### config.mk
export PLATFORM = sky130hd
export DESIGN_NAME = sdm_bitstream_gen
export DESIGN_NICKNAME = d
export VERILOG_FILES = /design/src/rtl/sdm_pkg.sv /design/src/rtl/sdm_sample_fifo.sv /design/src/rtl/sdm_bitstream_gen.sv
export SDC_FILE = /design/constraint.sdc
export NUM_CORES = 1
export LEC_CHECK = 0
export ABC_AREA = 1
export CORE_AREA = 10 10 89 91
export CTS_CLUSTER_DIAMETER = 80
export DETAILED_ROUTE_END_ITERATION = 6
export DIE_AREA = 0 0 99 101
export GPL_ROUTABILITY_DRIVEN = 0
export GPL_TIMING_DRIVEN = 0
export SLEW_MARGIN = 20
export SYNTH_ARGS = -nofsm -noshare
export SYNTH_HDL_FRONTEND = slang
export SYNTH_HIERARCHICAL = 1
export SYNTH_SLANG_ARGS = --single-unit
### constraint.sdc
create_clock -name CLK -period 3 [get_ports CLK]
set_input_delay 0.6 -clock CLK [delete_from_list [all_inputs] [get_ports CLK]]
set_output_delay 0.6 -clock CLK [all_outputs]
set_load 0.05 [all_outputs]
### src/rtl/sdm_pkg.sv
`default_nettype none
// ============================================================================
//  Module      : sdm_pkg
//  Description : Shared types and defaults for the sigma-delta bitstream
//                generator: FSM state encoding, default geometry, and the
//                frame counter width helper.
//  Revision    : 1.0 - initial release
// ============================================================================
package sdm_pkg;

  // Default geometry of the modulator
  localparam int SDM_DATA_W     = 8;
  localparam int SDM_OSR        = 64;
  localparam int SDM_FIFO_DEPTH = 2;

  // Modulator run state
  typedef enum logic [1:0] {
    IDLE = 2'd0,
    RUN  = 2'd1,
    STOP = 2'd2
  } sdm_state_e;

  // Width of a counter that must reach osr-1; never narrower than one bit
  function automatic int frame_cnt_width(input int osr);
    return (osr > 1) ? $clog2(osr) : 1;
  endfunction

endpackage : sdm_pkg
`default_nettype wire

### src/rtl/sdm_sample_fifo.sv
`default_nettype none
// ============================================================================
//  Module      : sdm_sample_fifo
//  Description : Small synchronous sample FIFO with push/pop, occupancy count
//                and a combinational head-of-queue read port.
//  Revision    : 1.0 - initial release
// ============================================================================
module sdm_sample_fifo #(
  parameter int WIDTH = 8,
  parameter int DEPTH = 2,
  localparam int PTR_W = (DEPTH > 1) ? $clog2(DEPTH) : 1,
  localparam int CNT_W = $clog2(DEPTH + 1)
) (
  input  logic             CLK,
  input  logic             RST,
  input  logic             push,
  input  logic             pop,
  input  logic [WIDTH-1:0] din,
  output logic [WIDTH-1:0] head,
  output logic [CNT_W-1:0] count
);

  localparam logic [PTR_W-1:0] LAST_PTR = PTR_W'(DEPTH - 1);
  localparam logic [CNT_W-1:0] FULL_CNT = CNT_W'(DEPTH);

  logic [WIDTH-1:0] mem [DEPTH];
  logic [PTR_W-1:0] rd_ptr;
  logic [PTR_W-1:0] wr_ptr;
  logic             do_push;
  logic             do_pop;

  // Requests against a full/empty queue are dropped so occupancy never wraps
  assign do_push = push && (count != FULL_CNT);
  assign do_pop  = pop  && (count != '0);
  assign head    = mem[rd_ptr];

  // Circular pointer advance that also works for non power-of-two depths
  function automatic logic [PTR_W-1:0] next_ptr(input logic [PTR_W-1:0] p);
    return (p == LAST_PTR) ? '0 : p + PTR_W'(1);
  endfunction

  // Pointer and occupancy bookkeeping; push+pop together leaves count as is
  always_ff @(posedge CLK or negedge RST) begin
    if (!RST) begin
      rd_ptr <= '0;
      wr_ptr <= '0;
      count  <= '0;
    end else begin
      if (do_push) begin
        wr_ptr <= next_ptr(wr_ptr);
      end
      if (do_pop) begin
        rd_ptr <= next_ptr(rd_ptr);
      end
      case ({do_push, do_pop})
        2'b10:   count <= count + CNT_W'(1);
        2'b01:   count <= count - CNT_W'(1);
        default: count <= count;
      endcase
    end
  end

  // Sample storage; cleared on reset so the head port never shows stale X
  always_ff @(posedge CLK or negedge RST) begin
    if (!RST) begin
      for (int i = 0; i < DEPTH; i++) begin
        mem[i] <= '0;
      end
    end else if (do_push) begin
      mem[wr_ptr] <= din;
    end
  end

endmodule : sdm_sample_fifo
`default_nettype wire

### src/rtl/sdm_bitstream_gen.sv
`default_nettype none
// ============================================================================
//  Module      : sdm_bitstream_gen
//  Description : First-order sigma-delta modulator. Each accepted sample is
//                held for OSR clocks (one frame) while a carry-out quantizer
//                produces a 1-bit stream whose ones density tracks
//                D / 2^DATA_W. Samples arrive over valid/ready into a small
//                FIFO; a strobe marks the first bit of every frame.
//  Revision    : 1.0 - initial release
// ============================================================================
module sdm_bitstream_gen
  import sdm_pkg::*;
#(
  parameter int DATA_W     = SDM_DATA_W,
  parameter int OSR        = SDM_OSR,
  parameter int FIFO_DEPTH = SDM_FIFO_DEPTH
) (
  input  logic              CLK,
  input  logic              RST,
  input  logic              EN,
  input  logic [DATA_W-1:0] IN_DATA,
  input  logic              IN_VALID,
  output logic              IN_READY,
  output logic              OUT,
  output logic              FRAME_STROBE,
  output logic              UNDERRUN,
  output logic              BUSY
);

  localparam int                CNT_W    = frame_cnt_width(OSR);
  localparam logic [CNT_W-1:0]  LAST_CNT = CNT_W'(OSR - 1);
  localparam int                FCNT_W   = $clog2(FIFO_DEPTH + 1);
  localparam logic [FCNT_W-1:0] FIFO_CAP = FCNT_W'(FIFO_DEPTH);

  sdm_state_e        state;
  logic [DATA_W-1:0] acc;        // residue; the carry of sum is the output bit
  logic [DATA_W-1:0] cur;        // sample currently being played
  logic [CNT_W-1:0]  frame_cnt;
  logic [DATA_W:0]   sum;
  logic              at_last;
  logic              push;
  logic              pop;
  logic [DATA_W-1:0] fifo_head;
  logic [FCNT_W-1:0] fifo_count;
  logic              fifo_empty;

  // ---------------------------------------------------------------------------
  // Input sample queue
  // ---------------------------------------------------------------------------
  sdm_sample_fifo #(
    .WIDTH (DATA_W),
    .DEPTH (FIFO_DEPTH)
  ) u_fifo (
    .CLK   (CLK),
    .RST   (RST),
    .push  (push),
    .pop   (pop),
    .din   (IN_DATA),
    .head  (fifo_head),
    .count (fifo_count)
  );

  // Ready depends on occupancy alone: a slot freed by a same-cycle pop is
  // not offered until the next cycle, which keeps ready free of FSM paths.
  assign IN_READY   = (fifo_count < FIFO_CAP);
  assign push       = IN_VALID && IN_READY;
  assign fifo_empty = (fifo_count == '0);

  // ---------------------------------------------------------------------------
  // Modulator datapath
  // ---------------------------------------------------------------------------
  // Both operands are below 2^DATA_W, so the DATA_W+1 bit sum cannot overflow
  // and its top bit is the quantizer decision.
  assign sum     = {1'b0, acc} + {1'b0, cur};
  assign at_last = (frame_cnt == LAST_CNT);

  // Decide when the FSM takes the head sample: start of a run, or a frame
  // boundary while still enabled with data waiting.
  always_comb begin
    pop = 1'b0;
    case (state)
      IDLE:    pop = EN && !fifo_empty;
      RUN:     pop = at_last && EN && !fifo_empty;
      default: pop = 1'b0;
    endcase
  end

  // ---------------------------------------------------------------------------
  // Control FSM, accumulator, frame counter and registered outputs
  // ---------------------------------------------------------------------------
  // Frames are never truncated: dropping EN mid-frame parks in STOP and the
  // return to IDLE happens only on the last bit of the frame.
  always_ff @(posedge CLK or negedge RST) begin
    if (!RST) begin
      state        <= IDLE;
      acc          <= '0;
      cur          <= '0;
      frame_cnt    <= '0;
      OUT          <= 1'b0;
      FRAME_STROBE <= 1'b0;
      UNDERRUN     <= 1'b0;
      BUSY         <= 1'b0;
    end else begin
      UNDERRUN <= 1'b0;
      case (state)
        IDLE: begin
          OUT          <= 1'b0;
          FRAME_STROBE <= 1'b0;
          acc          <= '0;
          if (EN && !fifo_empty) begin
            cur       <= fifo_head;
            frame_cnt <= '0;
            state     <= RUN;
            BUSY      <= 1'b1;
          end
        end

        RUN, STOP: begin
          OUT          <= sum[DATA_W];
          acc          <= sum[DATA_W-1:0];
          FRAME_STROBE <= (frame_cnt == '0);
          frame_cnt    <= frame_cnt + CNT_W'(1);
          if (at_last) begin
            // Last bit of the frame was produced above with the old sample
            frame_cnt <= '0;
            if ((state == RUN) && EN) begin
              if (!fifo_empty) begin
                cur <= fifo_head;
              end else begin
                // Nothing queued: keep replaying the current sample
                UNDERRUN <= 1'b1;
              end
            end else begin
              state <= IDLE;
              BUSY  <= 1'b0;
              acc   <= '0;
            end
          end else if ((state == RUN) && !EN) begin
            state <= STOP;
          end
        end

        default: begin
          state        <= IDLE;
          BUSY         <= 1'b0;
          OUT          <= 1'b0;
          FRAME_STROBE <= 1'b0;
          acc          <= '0;
        end
      endcase
    end
  end

endmodule : sdm_bitstream_gen
`default_nettype wire

After elaboration in Yosys (flattened, before gate mapping) --
Index checks and enable logic that the tools add are counted.
Word-level totals: input bits 12, output and inout port bits 5, register bits after elaboration 48
Operators by class: equality and inequality tests 13, multiplexer cells 36, reduce and logical (&&, ||, !) cells 22, bitwise gates (word level) 2, add/sub/neg operators 6, magnitude comparators 4
Operators with widths (number):
- 8-bit two-way mux | 11
- 16-bit bitwise mux | 1
- 8-bit case mux with 2 select lines | 1
- 6-bit two-way mux | 2
- 2-bit != test (second input constant) | 6
- 6-bit case mux with 2 select lines | 1
- 1-bit two-way mux | 11
- 8-bit by 8-bit adder with 9-bit output | 1
- 1-bit logical AND | 9
- 8-bit demux with 1-bit select | 1
- 2-bit two-way mux | 4
- 2-bit case mux with 2 select lines | 2
- 6-bit by 1-bit adder with 6-bit output (second input constant) | 1
- 6-bit equality test (second input constant) | 1
- 6-bit logical NOT | 1
- 3-bit != test (second input constant) | 2
- 3-bit AND reduction | 2
- 2-bit nonzero test | 3
- 5-bit AND reduction | 1
- 2-bit by 1-bit equality test with 1-bit output (second input constant) | 2
- 2-bit equality test (second input constant) | 2
- 2-bit >= comparator (second input constant) | 2
- 2-bit logical NOT | 2
- 1-bit inverter with 2-bit output | 2
- 9 further kinds | 12

Depth between registers and ports, before layout --
depth after elaboration 8, depth in mapped cells 14, mapped depth without buffers 14

Cells and area by module --
Netlist, hierarchy kept.
Modules (own cells, without submodules):
- sdm_bitstream_gen | instances 1, area each 1719.1 um^2, cells each 206
- sdm_sample_fifo | instances 1, area each 1004.7 um^2, cells each 123

Worst setup path before layout --
No wires, ideal clock.
path kind register to register, start register frame_cnt[0], end register u_fifo.count[1], clock period less this slack 1811 ps, cell stages (with the launch flop) 13, data arrival time 1694 ps, setup slack 1189 ps, path through dfrtp_1 > ha_1 > nand3_1 > nor2_1 > nand2_1 > o21ai_0 > nand2_1 > inv_1 > ha_1 > inv_1 > nand3_1 > nand2_1 > nand2_1
Between the ends: cells in the longest elaborated chain, start to end 7
RTL lines:
- from (decl) | line sdm_bitstream_gen.sv:38 | logic [CNT_W-1:0] frame_cnt;
- from (signal assigned) | line sdm_bitstream_gen.sv:122 | frame_cnt <= frame_cnt + CNT_W'(1);
- 6-bit equality test * | line sdm_bitstream_gen.sv:75 | assign at_last = (frame_cnt == LAST_CNT);
- 1-bit logical AND * (2 in a row) | line sdm_bitstream_gen.sv:83 | RUN: pop = at_last && EN && !fifo_empty;
- 1-bit case mux with 2 select lines * | line sdm_bitstream_gen.sv:81 | case (state)
- named net pop | line sdm_bitstream_gen.sv:42 | logic pop;
- 1-bit logical AND * | line sdm_sample_fifo.sv:34 | assign do_pop = pop && (count != '0);
- named net u_fifo.do_pop | line sdm_sample_fifo.sv:30 | logic do_pop;
- 2-bit by 1-bit equality test with 1-bit output / 2-bit equality test (equally long branches) | line sdm_sample_fifo.sv:55 | case ({do_push, do_pop})
- 2-bit case mux with 2 select lines / 2-bit nonzero test (equally long branches)
- to (signal assigned) | line sdm_sample_fifo.sv:56 | 2'b10: count <= count + CNT_W'(1);
- to (signal assigned) | line sdm_sample_fifo.sv:57 | 2'b01: count <= count - CNT_W'(1);
- to (signal assigned) | line sdm_sample_fifo.sv:58 | default: count <= count;
- to (decl) | line sdm_sample_fifo.sv:20 | output logic [CNT_W-1:0] count
Mark *: on every way through the listed nets, which the timed path passes. The rest lies on a longest branch. A chain may end at the register's enable or synchronous reset.

Worst setup path after layout --
start register u_fifo.count[1], end output IN_READY
Between the ends: cells in the longest elaborated chain, start to end 1
RTL lines:
- 2-bit less-than comparator | line sdm_bitstream_gen.sv:65 | assign IN_READY = (fifo_count < FIFO_CAP);
- to (decl) | line sdm_bitstream_gen.sv:23 | output logic IN_READY,
No other way between the ends.

==> flow_summary.yaml <==
power:
  irDropWorstVdd_mv: 0.5027
  p_leak_nw: 1.626
  cellPowerDensity_nw_per_um2: 963.4
synth:
  synth-simple-area-share_pct: 34.82
  yosysMostFrequentCell: "nand2_1"
  syn-num-nets: 355
  yosys_warnings: 6
  synth_top_area_cell: "dfrtp_1"
  yosys-top-cells-area: "dfrtp_1 (44%), nand2_1 (17%), nand4_1 (6.4%)"
  ys_seq_elements: 48
  synth-seq-area-share_pct: 44.10
  synth_common_cells: "nand2_1 (120), dfrtp_1 (48), inv_1 (32), nand4_1 (28)"
  synth_top_family_by_area: "simple AND/OR/NAND/NOR gates"
  synth_xor_area_share_pct: 1.608
  async_reset_ff_share_pct: 100.0
  synth_fa_ha_area_share_pct: 6.706
  netlist_instances: 329
  synth-compound-area-share_pct: 4.823
  synth.distinct_cells: 33
  synthMuxAreaShare_pct: 0
  avgSynthCellArea_um2: 8.279
  synth_top_cell_area_share_pct: 44.10
  synth_edf_count: 0
  synthesis.area_um2: 2724
  synth-main-ff-cell: "dfrtp_1"
clocking:
  clockRootBuffer: "clkbuf_8"
  clock_path_buffers: 2
  cts_buffers: 5
  insertion_delay_ns: 0.30
  htree_levels: 2
  cts_resized: 0
  cts_tree: "yes"
  cts.sinks: 48
  path_clk_slew_ns: 0.09
  post_cts_buffers: 0
  hold_buffers: 0
layout:
  nets: 379
  fin_cells: 431
  area_growth_pct: 13.92
  final_util_pct: 50.01
  fill_cells: 604
  diodes: 0
  drive_gt1_share_pct: 10.45
critical_path:
  cp_cell_sequence: "inv_1, clkdlybuf4s50_1"
  cp_top_family: "buffers and inverters"
  worst-path-max-fanout: 7
  cp-end-kind: "output pin"
  worstPathArrival_ns: 1.68
  worstPathRequired_ns: 2.40
  start_kind: "flip-flop"
  worst_path_largest_cell_delay_ns: 0.80
  critPathSlowestCell: "clkdlybuf4s50_1"
  crit_type: "reg -> out"
  critPathBufInv: 2
grt:
  grt_pass1_wl_mm: 9.294
  grtUsageTotal_pct: 11.13
  grt_overflow: 0
  grt_max_degree: 32
  grt_pass1_vias: 2025
  antenna_found_initial: 0
timing:
  clock_skew_ns: 0.008336
  min_period_over_period_pct: 75.90
  max_freq_ghz: 0.4392
  tightestPinTransition_ns: 0.5020
  setup_viol: 0
  rsz0062_at_grt: "false"
  relSlewSlack_pct: 66.43
  period_needed_ns: 2.277
  finalHoldViolations: 0
  drv_slew: 0
job:
  drv_cap: 0
detailed_routing:
  drc_errors: 0
  ant_nets: 0
  viasPerCell: 4.889
  wl_per_cell_um: 12.18
  totalWireLength_mm: 5.251
  vias: 2107
  first_pass_iters: 4
  drtIter0Drc: 48
floorplanning:
  die_y_um: 101
  floorplan.initialDensity_pct: 43.90
  die_x_um: 99
  io_pins: 17
  die-area_um2: 9999
  rows: 29
  coreArea_um2: 6205
min_path:
  min_path_type: "in -> async"
placement:
  placedCellCount: 423
  numPortBuffers: 16
  post-dp-hpwl_mm: 4.026
run_status:
  status: "finished clean"
## sequential cells by signal, indices dropped and copies added, names as in the netlist
name,count
BUSY,1
acc,8
u_fifo/rd_ptr,1
u_fifo/mem,16
cur,8
u_fifo/count,2
OUT,1
u_fifo/wr_ptr,1
frame_cnt,6
state,2
UNDERRUN,1
FRAME_STROBE,1
## per-stage QoR
stage | total power [mW] | hold WS, ns | setup slack (ns) | cell area [um2] | setup TNS (ns)
2_1_floorplan | 2.202 | 0.3044 | 1.189 | 2724 | 0
3_3_place_gp | 2.534 | 0.4544 | -0.1113 | 2980 | -5.169
3_5_place_dp | 2.563 | 0.4595 | 0.5222 | 2995 | 0
4_1_cts | 3.033 | 0.2359 | 0.6893 | 3103 | 0
5_1_grt | 3.279 | 0.2457 | 0.6478 | 3103 | 0
6_report | 2.989 | 0.2240 | 0.7229 | 3103 | 0
## logic make-up (layout without fill, tap and decap cells)
| kind of cell | after synthesis | count (layout) |
|---|---|---|
| compound gates | 20 | 20 |
| xor+xnor | 5 | 5 |
| fa+ha+maj | 14 | 14 |
| buf+inv | 44 | 69 |
| flops | 48 | 48 |
| simple gates | 198 | 198 |
## final cells by class
| class | instances | area, um2 | share of cell area [%] |
|---|---|---|---|
| Multi-Input combinational cell | 237 | 1306 | 42.10 |
| Sequential cell | 48 | 1201 | 38.71 |
| Timing Repair Buffer | 17 | 175.2 | 5.645 |
| Inverter | 36 | 135.1 | 4.355 |
| Tap cell | 77 | 96.34 | 3.105 |
| Buffer | 8 | 81.33 | 2.621 |
| Clock buffer | 6 | 72.57 | 2.339 |
| Clock inverter | 2 | 35.03 | 1.129 |
## routing by layer
metal	wire length (um)	up-vias	track usage (%)
met5	0	-	0
met4	56	0	3.308
met3	149	6	2.606
met2	2429	35	17.99
met1	2615	952	14.38
li1	-	1114	-
## layout by cell type, fill, tap and decap left out, types with 2 or more instances in the layout
cell / instances
nand2_2: 3
o21ai_1: 2
o21ai_4: 2
buf_2: 2
nand2_4: 4
a21oi_1: 9
nor3_1: 2
ha_1: 13
buf_4: 3
xor2_1: 2
inv_1: 32
o21ai_0: 4
dfrtp_1: 48
inv_2: 3
xnor2_1: 3
nand3_1: 16
nand3_4: 3
nor2_1: 16
nor2_4: 3
clkbuf_8: 5
nand2_1: 120
nand4_1: 28
buf_12: 2
clkdlybuf4s50_1: 15
## worst paths after layout
kind / from / to / slack [ns] / cells past startpoint
setup / recovery: u_fifo/count[1] / IN_READY / 0.72 / 2
max in group asynchronous: RST / u_fifo/mem[14] / 2.26 / 2
hold reg to reg: u_fifo/mem[13] / u_fifo/mem[13] / 0.48 / 2
setup reg to reg: frame_cnt[0] / u_fifo/count[1] / 0.86 / 12
hold / removal: RST / frame_cnt[2] / 0.22 / 1
min in group CLK: u_fifo/mem[13] / u_fifo/mem[13] / 0.48 / 2
## report_power, final
part           switching (mW)  leakage [nW]  internal [mW]
Clock                   0.217        0.0552          0.248
Sequential              0.158         0.622          0.883
Combinational           0.939         0.949          0.545
## worst reg2reg max path: stages (launching register included)
cell	delay [ns]
dfrtp_1	0.44
ha_1	0.24
nand3_1	0.13
nor2_1	0.18
nand2_1	0.12
o21ai_0	0.25
nand2_1	0.11
inv_1	0.07
ha_1	0.24
inv_1	0.08
nand3_1	0.07
nand2_1	0.06
nand2_1	0.05
No activity file was read; power rests on OpenSTA's default activity.
